[src/rtl/hazard_detection_if.sv]
// Hazard unit pipeline-side bundle.
// Register tags, enables, select codes and event counters.
interface hazard_detection_if #(
  parameter int CNT_W = 16
);
  logic [4:0]       rs1_id_ex;
  logic [4:0]       rs2_id_ex;
  logic [4:0]       rd_ex_mem;
  logic [4:0]       rd_mem_wb;
  logic             reg_write_ex_mem;
  logic             reg_write_mem_wb;
  logic             mem_read_id_ex;
  logic [4:0]       rd_id_ex;
  logic [4:0]       rs1_if_id;
  logic [4:0]       rs2_if_id;
  logic             branch_ex_mem;
  logic             jump_ex_mem;
  logic             branch_taken;
  logic [1:0]       forward_A;
  logic [1:0]       forward_B;
  logic             pc_write;
  logic             retain_if_id;
  logic             flush_if_id;
  logic             flush_id_ex;
  logic             flush_ex_mem;
  logic [CNT_W-1:0] stall_count;
  logic [CNT_W-1:0] flush_count;

  modport master (
    output rs1_id_ex, rs2_id_ex,
    output rd_ex_mem, rd_mem_wb,
    output reg_write_ex_mem, reg_write_mem_wb,
    output mem_read_id_ex, rd_id_ex,
    output rs1_if_id, rs2_if_id,
    output branch_ex_mem, jump_ex_mem,
    output branch_taken,
    input  forward_A, forward_B,
    input  pc_write, retain_if_id,
    input  flush_if_id, flush_id_ex,
    input  flush_ex_mem,
    input  stall_count, flush_count
  );

  modport slave (
    input  rs1_id_ex, rs2_id_ex,
    input  rd_ex_mem, rd_mem_wb,
    input  reg_write_ex_mem, reg_write_mem_wb,
    input  mem_read_id_ex, rd_id_ex,
    input  rs1_if_id, rs2_if_id,
    input  branch_ex_mem, jump_ex_mem,
    input  branch_taken,
    output forward_A, forward_B,
    output pc_write, retain_if_id,
    output flush_if_id, flush_id_ex,
    output flush_ex_mem,
    output stall_count, flush_count
  );
endinterface

[src/rtl/hazard_detection.sv]
// Forwarding, load-use stall and redirect flush control.
// Saturating stall/flush event counters.
module hazard_detection #(
  parameter int CNT_W = 16
) (
  input logic              clk,
  input logic              rst_n,
  hazard_detection_if.slave hz
);

  logic mem_a, wb_a;
  logic mem_b, wb_b;
  logic load_use;
  logic redirect;

  assign mem_a = hz.reg_write_ex_mem
              && (hz.rd_ex_mem != 5'd0)
              && (hz.rd_ex_mem == hz.rs1_id_ex);
  assign wb_a  = hz.reg_write_mem_wb
              && (hz.rd_mem_wb != 5'd0)
              && (hz.rd_mem_wb == hz.rs1_id_ex);
  assign mem_b = hz.reg_write_ex_mem
              && (hz.rd_ex_mem != 5'd0)
              && (hz.rd_ex_mem == hz.rs2_id_ex);
  assign wb_b  = hz.reg_write_mem_wb
              && (hz.rd_mem_wb != 5'd0)
              && (hz.rd_mem_wb == hz.rs2_id_ex);

  assign load_use = hz.mem_read_id_ex
                 && (hz.rd_id_ex != 5'd0)
                 && ((hz.rd_id_ex == hz.rs1_if_id)
                  || (hz.rd_id_ex == hz.rs2_if_id));

  assign redirect = hz.branch_taken | hz.jump_ex_mem;

  // Operand select: the younger MEM result beats WB.
  always_comb begin
    hz.forward_A = 2'b00;
    hz.forward_B = 2'b00;
    priority case (1'b1)
      mem_a:   hz.forward_A = 2'b10;
      wb_a:    hz.forward_A = 2'b01;
      default: hz.forward_A = 2'b00;
    endcase
    priority case (1'b1)
      mem_b:   hz.forward_B = 2'b10;
      wb_b:    hz.forward_B = 2'b01;
      default: hz.forward_B = 2'b00;
    endcase
  end

  // A redirect squashes the stalled load-use pair anyway.
  always_comb begin
    hz.pc_write     = 1'b1;
    hz.retain_if_id = 1'b0;
    hz.flush_if_id  = 1'b0;
    hz.flush_id_ex  = 1'b0;
    hz.flush_ex_mem = 1'b0;
    priority case (1'b1)
      redirect: begin
        hz.flush_if_id  = 1'b1;
        hz.flush_id_ex  = 1'b1;
        hz.flush_ex_mem = 1'b1;
      end
      load_use: begin
        hz.pc_write     = 1'b0;
        hz.retain_if_id = 1'b1;
        hz.flush_id_ex  = 1'b1;
      end
      default: ;
    endcase
  end

  // Saturating event counters; redirect excludes a stall count.
  always_ff @(posedge clk or negedge rst_n) begin
    if (!rst_n) begin
      hz.stall_count <= '0;
      hz.flush_count <= '0;
    end else if (redirect) begin
      if (!(&hz.flush_count))
        hz.flush_count <= hz.flush_count + 1'b1;
    end else if (load_use) begin
      if (!(&hz.stall_count))
        hz.stall_count <= hz.stall_count + 1'b1;
    end
  end

endmodule

[src/flat_wrapper.sv]
// flat-port wrapper written by rule: the top's interface ports become plain ports
module hazard_detection_flat 
#(
  parameter int CNT_W = 16
)
  (clk, rst_n, hz_rs1_id_ex, hz_rs2_id_ex, hz_rd_ex_mem, hz_rd_mem_wb, hz_reg_write_ex_mem, hz_reg_write_mem_wb, hz_mem_read_id_ex, hz_rd_id_ex, hz_rs1_if_id, hz_rs2_if_id, hz_branch_ex_mem, hz_jump_ex_mem, hz_branch_taken, hz_forward_A, hz_forward_B, hz_pc_write, hz_retain_if_id, hz_flush_if_id, hz_flush_id_ex, hz_flush_ex_mem, hz_stall_count, hz_flush_count);
  hazard_detection_if #(.CNT_W(CNT_W)) hz_i ();
  input logic clk;
  input logic rst_n;
  input wire logic [$bits(hz_i.rs1_id_ex)-1:0] hz_rs1_id_ex;
  input wire logic [$bits(hz_i.rs2_id_ex)-1:0] hz_rs2_id_ex;
  input wire logic [$bits(hz_i.rd_ex_mem)-1:0] hz_rd_ex_mem;
  input wire logic [$bits(hz_i.rd_mem_wb)-1:0] hz_rd_mem_wb;
  input wire logic [$bits(hz_i.reg_write_ex_mem)-1:0] hz_reg_write_ex_mem;
  input wire logic [$bits(hz_i.reg_write_mem_wb)-1:0] hz_reg_write_mem_wb;
  input wire logic [$bits(hz_i.mem_read_id_ex)-1:0] hz_mem_read_id_ex;
  input wire logic [$bits(hz_i.rd_id_ex)-1:0] hz_rd_id_ex;
  input wire logic [$bits(hz_i.rs1_if_id)-1:0] hz_rs1_if_id;
  input wire logic [$bits(hz_i.rs2_if_id)-1:0] hz_rs2_if_id;
  input wire logic [$bits(hz_i.branch_ex_mem)-1:0] hz_branch_ex_mem;
  input wire logic [$bits(hz_i.jump_ex_mem)-1:0] hz_jump_ex_mem;
  input wire logic [$bits(hz_i.branch_taken)-1:0] hz_branch_taken;
  output wire logic [$bits(hz_i.forward_A)-1:0] hz_forward_A;
  output wire logic [$bits(hz_i.forward_B)-1:0] hz_forward_B;
  output wire logic [$bits(hz_i.pc_write)-1:0] hz_pc_write;
  output wire logic [$bits(hz_i.retain_if_id)-1:0] hz_retain_if_id;
  output wire logic [$bits(hz_i.flush_if_id)-1:0] hz_flush_if_id;
  output wire logic [$bits(hz_i.flush_id_ex)-1:0] hz_flush_id_ex;
  output wire logic [$bits(hz_i.flush_ex_mem)-1:0] hz_flush_ex_mem;
  output wire logic [$bits(hz_i.stall_count)-1:0] hz_stall_count;
  output wire logic [$bits(hz_i.flush_count)-1:0] hz_flush_count;
  assign hz_i.rs1_id_ex = hz_rs1_id_ex;
  assign hz_i.rs2_id_ex = hz_rs2_id_ex;
  assign hz_i.rd_ex_mem = hz_rd_ex_mem;
  assign hz_i.rd_mem_wb = hz_rd_mem_wb;
  assign hz_i.reg_write_ex_mem = hz_reg_write_ex_mem;
  assign hz_i.reg_write_mem_wb = hz_reg_write_mem_wb;
  assign hz_i.mem_read_id_ex = hz_mem_read_id_ex;
  assign hz_i.rd_id_ex = hz_rd_id_ex;
  assign hz_i.rs1_if_id = hz_rs1_if_id;
  assign hz_i.rs2_if_id = hz_rs2_if_id;
  assign hz_i.branch_ex_mem = hz_branch_ex_mem;
  assign hz_i.jump_ex_mem = hz_jump_ex_mem;
  assign hz_i.branch_taken = hz_branch_taken;
  assign hz_forward_A = hz_i.forward_A;
  assign hz_forward_B = hz_i.forward_B;
  assign hz_pc_write = hz_i.pc_write;
  assign hz_retain_if_id = hz_i.retain_if_id;
  assign hz_flush_if_id = hz_i.flush_if_id;
  assign hz_flush_id_ex = hz_i.flush_id_ex;
  assign hz_flush_ex_mem = hz_i.flush_ex_mem;
  assign hz_stall_count = hz_i.stall_count;
  assign hz_flush_count = hz_i.flush_count;
  hazard_detection #(.CNT_W(CNT_W)) u_core (.clk(clk), .rst_n(rst_n), .hz(hz_i));
endmodule
[config.mk]
export PLATFORM = sky130hd
export DESIGN_NAME = hazard_detection_flat
export DESIGN_NICKNAME = d
export VERILOG_FILES = /design/src/rtl/hazard_detection_if.sv /design/src/rtl/hazard_detection.sv /design/src/flat_wrapper.sv
export SDC_FILE = /design/constraint.sdc
export NUM_CORES = 1
export LEC_CHECK = 0
export CAP_MARGIN = 5
export CORE_ASPECT_RATIO = 1.25
export CORE_UTILIZATION = 47
export CTS_BUF_LIST = sky130_fd_sc_hd__clkbuf_16
export DETAILED_ROUTE_END_ITERATION = 12
export PLACE_DENSITY = 0.92
export SLEW_MARGIN = 20
export SYNTH_ARGS = -nofsm -noshare
export SYNTH_HDL_FRONTEND = slang
export SYNTH_SLANG_ARGS = --single-unit
[constraint.sdc]
create_clock -name clk -period 5.5 [get_ports clk]
set_clock_uncertainty 0.1 [all_clocks]
set_input_delay 1.1 -clock clk [delete_from_list [all_inputs] [get_ports clk]]
set_output_delay 1.1 -clock clk [all_outputs]
set_load 0.05 [all_outputs]
==> flow_summary.ini <==
[synth]
yosys.area_share.simple_pct = 27.6
syn_avg_cell_area_um2 = 10.2
synth_compound_area_share_pct = 2.83
synth-edff-count = 0
synth.cell_area_mm2 = 0.00207
synth_cell_types = 38
synth_top_area_share_pct = 38.6
synthMuxAreaShare_pct = 0.724
synth-seq-cells = 32
synth_warnings = 0
synth-async-reset-ratio_pct = 100
yosysTopAreaCell = dfrtp_1
synth_nets = 249
synth_xor_area_share_pct = 25.3
syn_inst = 204
synth-main-ff-cell = dfrtp_1
synthAdderAreaFrac_pct = 1.21
ys_seq_area_share_pct = 38.6
synth_area_leaders = dfrtp_1 (39%), xor2_1 (18%), xnor2_1 (7.2%)
synth_top_family_by_area = simple AND/OR/NAND/NOR gates

[placed_design]
io_buffers = 82
hpwl_um = 4000
place_congestion = 0.927
placed_cell_area_mm2 = 0.00293

[final_layout]
seq_area_um2 = 801
drive_above_1_share_pct = 10.0
mostFrequentLayoutCell = clkdlybuf4s50_1
fillers = 311
multiInputGateArea_mm2 = 0.00120
n_antenna_cell = 0
final_cell_mix = clkdlybuf4s50_1 (82), xor2_1 (43), dfrtp_1 (32)
nNetsFinal = 334
final_cell_area_mm2 = 0.00310
area_delta_synth_final_pct = 49.3

[setup_path]
endpoint_kind = output port
rr_startpoint = u_core.hz.stall_count[0]$_DFFE_PN0P_
cp_max_fo = 3
cp.required_ns = 4.30
arrival_ns = 3.63
crit_start = hz_rd_ex_mem[1]
worst_setup_path_start_kind = input pin
crit_type = in -> out

[sta]
fmax_mhz = 207
finalHoldViolations = 0
slew_headroom_pct = 65.0
hold_ws_ns = 0.389
drv_slew = 0
final.setup.tns_ns = 0
worst_pin_slew_ns = 0.523
fin_crit_sh_pct = 87.7
finalCriticalPeriod_ns = 4.83
rsz0062_at_grt = false
setup_violations = 0

[route]
via_count = 1881
wl_per_cell_um = 14.9
initialDrtViolationCount = 97
routed_wl_um = 5150
via_per_inst = 5.44
dr.pass1.iters = 4
drc = 0
antenna_left = 0

[floorplanning]
fp-row-count = 26
die-area_mm2 = 0.00469
fp.dieW_um = 61.4
core_area_mm2 = 0.00416
die_h_um = 76.3
floorplan.initialDensity_pct = 49.8
io_pins = 84

[hold_path]
hold_path.class = reg -> reg
hp-start = u_core.hz.flush_count[11]$_DFFE_PN0P_

[run_status]
outcome = finished clean

[clock_tree]
cts_tree = done
clkSinkCount = 32
htree_levels = 2
clock_latency_ns = 0.28
post_cts_resized = 0
postCtsSetupRepairBufs = 0
hold_buffers = 0
clock-root-buffer = clkbuf_16
cts_buffer_depth = 2
clkTransAtPathRegs_ns = 0.05
cts_made_buffers = 5

[global_routing]
grt_max_degree = 33
first_global_vias = 1974
grt_pass1_wl_um = 8610
grt_overflow = 0
grtUsageTotal_pct = 24.4
antenna_found_initial = 0

[power]
powerDensity_mw_per_mm2 = 365
total_power_mw = 1.13
power.leakage_nw = 1.27
vdd_drop_max_v = 0.000252

[flow_run]
cap_violations = 0
==> path summary, 6_finish.rpt <==
| path | end | slack (ns) | cells after the start |
|---|---|---|---|
| hold reg to reg | u_core.hz.flush_count[11]$_DFFE_PN0P_ | 0.39 | 1 |
| setup / recovery | hz_forward_B[0] | 0.67 | 6 |
| max in group asynchronous | u_core.hz.flush_count[10]$_DFFE_PN0P_ | 3.88 | 2 |
| setup reg to reg | u_core.hz.stall_count[1]$_DFFE_PN0P_ | 3.38 | 6 |
| min in group asynchronous | u_core.hz.flush_count[6]$_DFFE_PN0P_ | 1.13 | 2 |
| hold / removal | u_core.hz.flush_count[11]$_DFFE_PN0P_ | 0.39 | 1 |
==> worst max-delay path: stages <==
cell,delay [ns]
clkdlybuf4s50_1,0.48
or4_1,0.55
o21ai_1,0.22
nor4_1,0.11
nor4_1,0.30
clkdlybuf4s50_1,0.86
==> layer usage <==
metal | vias up | global-route usage, % | share of wire (%)
li1 | 891 | - | -
met1 | 890 | 26.7 | 37
met2 | 88 | 42.3 | 54
met3 | 12 | 7.98 | 6.6
met4 | 0 | 8.89 | 1.9
met5 | - | 0 | 0
==> stage by stage <==
step | util (%) | instances | setup slack, ns
6_report | 74.4 | 346 | 0.674
5_1_grt | 74.4 | 346 | 0.523
4_1_cts | 74.4 | 346 | 0.724
3_5_place_dp | 70.4 | 338 | 0.731
3_3_place_gp | 70.4 | 338 | 0.784
2_1_floorplan | - | 204 | 0.890
==> state kept, by name, indices dropped and copies added, names as in the netlist <==
name                   flops
u_core.hz.flush_count     16
u_core.hz.stall_count     16
==> synthesized netlist by cell type, types with 2 or more instances <==
cell / instances
nand3_1: 10
xnor2_1: 17
nand4_1: 11
or3_1: 2
nor3_2: 2
dfrtp_1: 32
nor4_1: 9
nor4_2: 7
nand2_1: 13
buf_4: 4
nor3_1: 7
nor2_1: 10
ha_1: 2
or2_2: 2
buf_6: 2
inv_1: 5
nor4b_1: 2
or4_1: 5
xor2_1: 43
==> cells by family after synthesis <==
kind of cell,after synthesis
adder cells (fa/ha/maj),2
buffers and inverters,12
XOR/XNOR,60
flip-flops,32
multiplexers,1
AND/OR/NAND/NOR,90
AO/OA/AOI/OAI,7
==> cell type report <==
cell class | instances | area share, %
clock inverters | 3 | 1.37
inverters | 5 | 0.606
flip-flops and latches | 32 | 25.8
repair buffers | 85 | 27.2
multi-input cells | 160 | 38.7
well taps | 56 | 2.26
clock buffers | 5 | 4.04
==> report_power, final <==
group	internal, mW	switching [mW]
clock network	0.212	0.101
registers	0.287	0.0654
logic	0.173	0.292
total	0.673	0.458
Power figures use the tool's default switching activity.
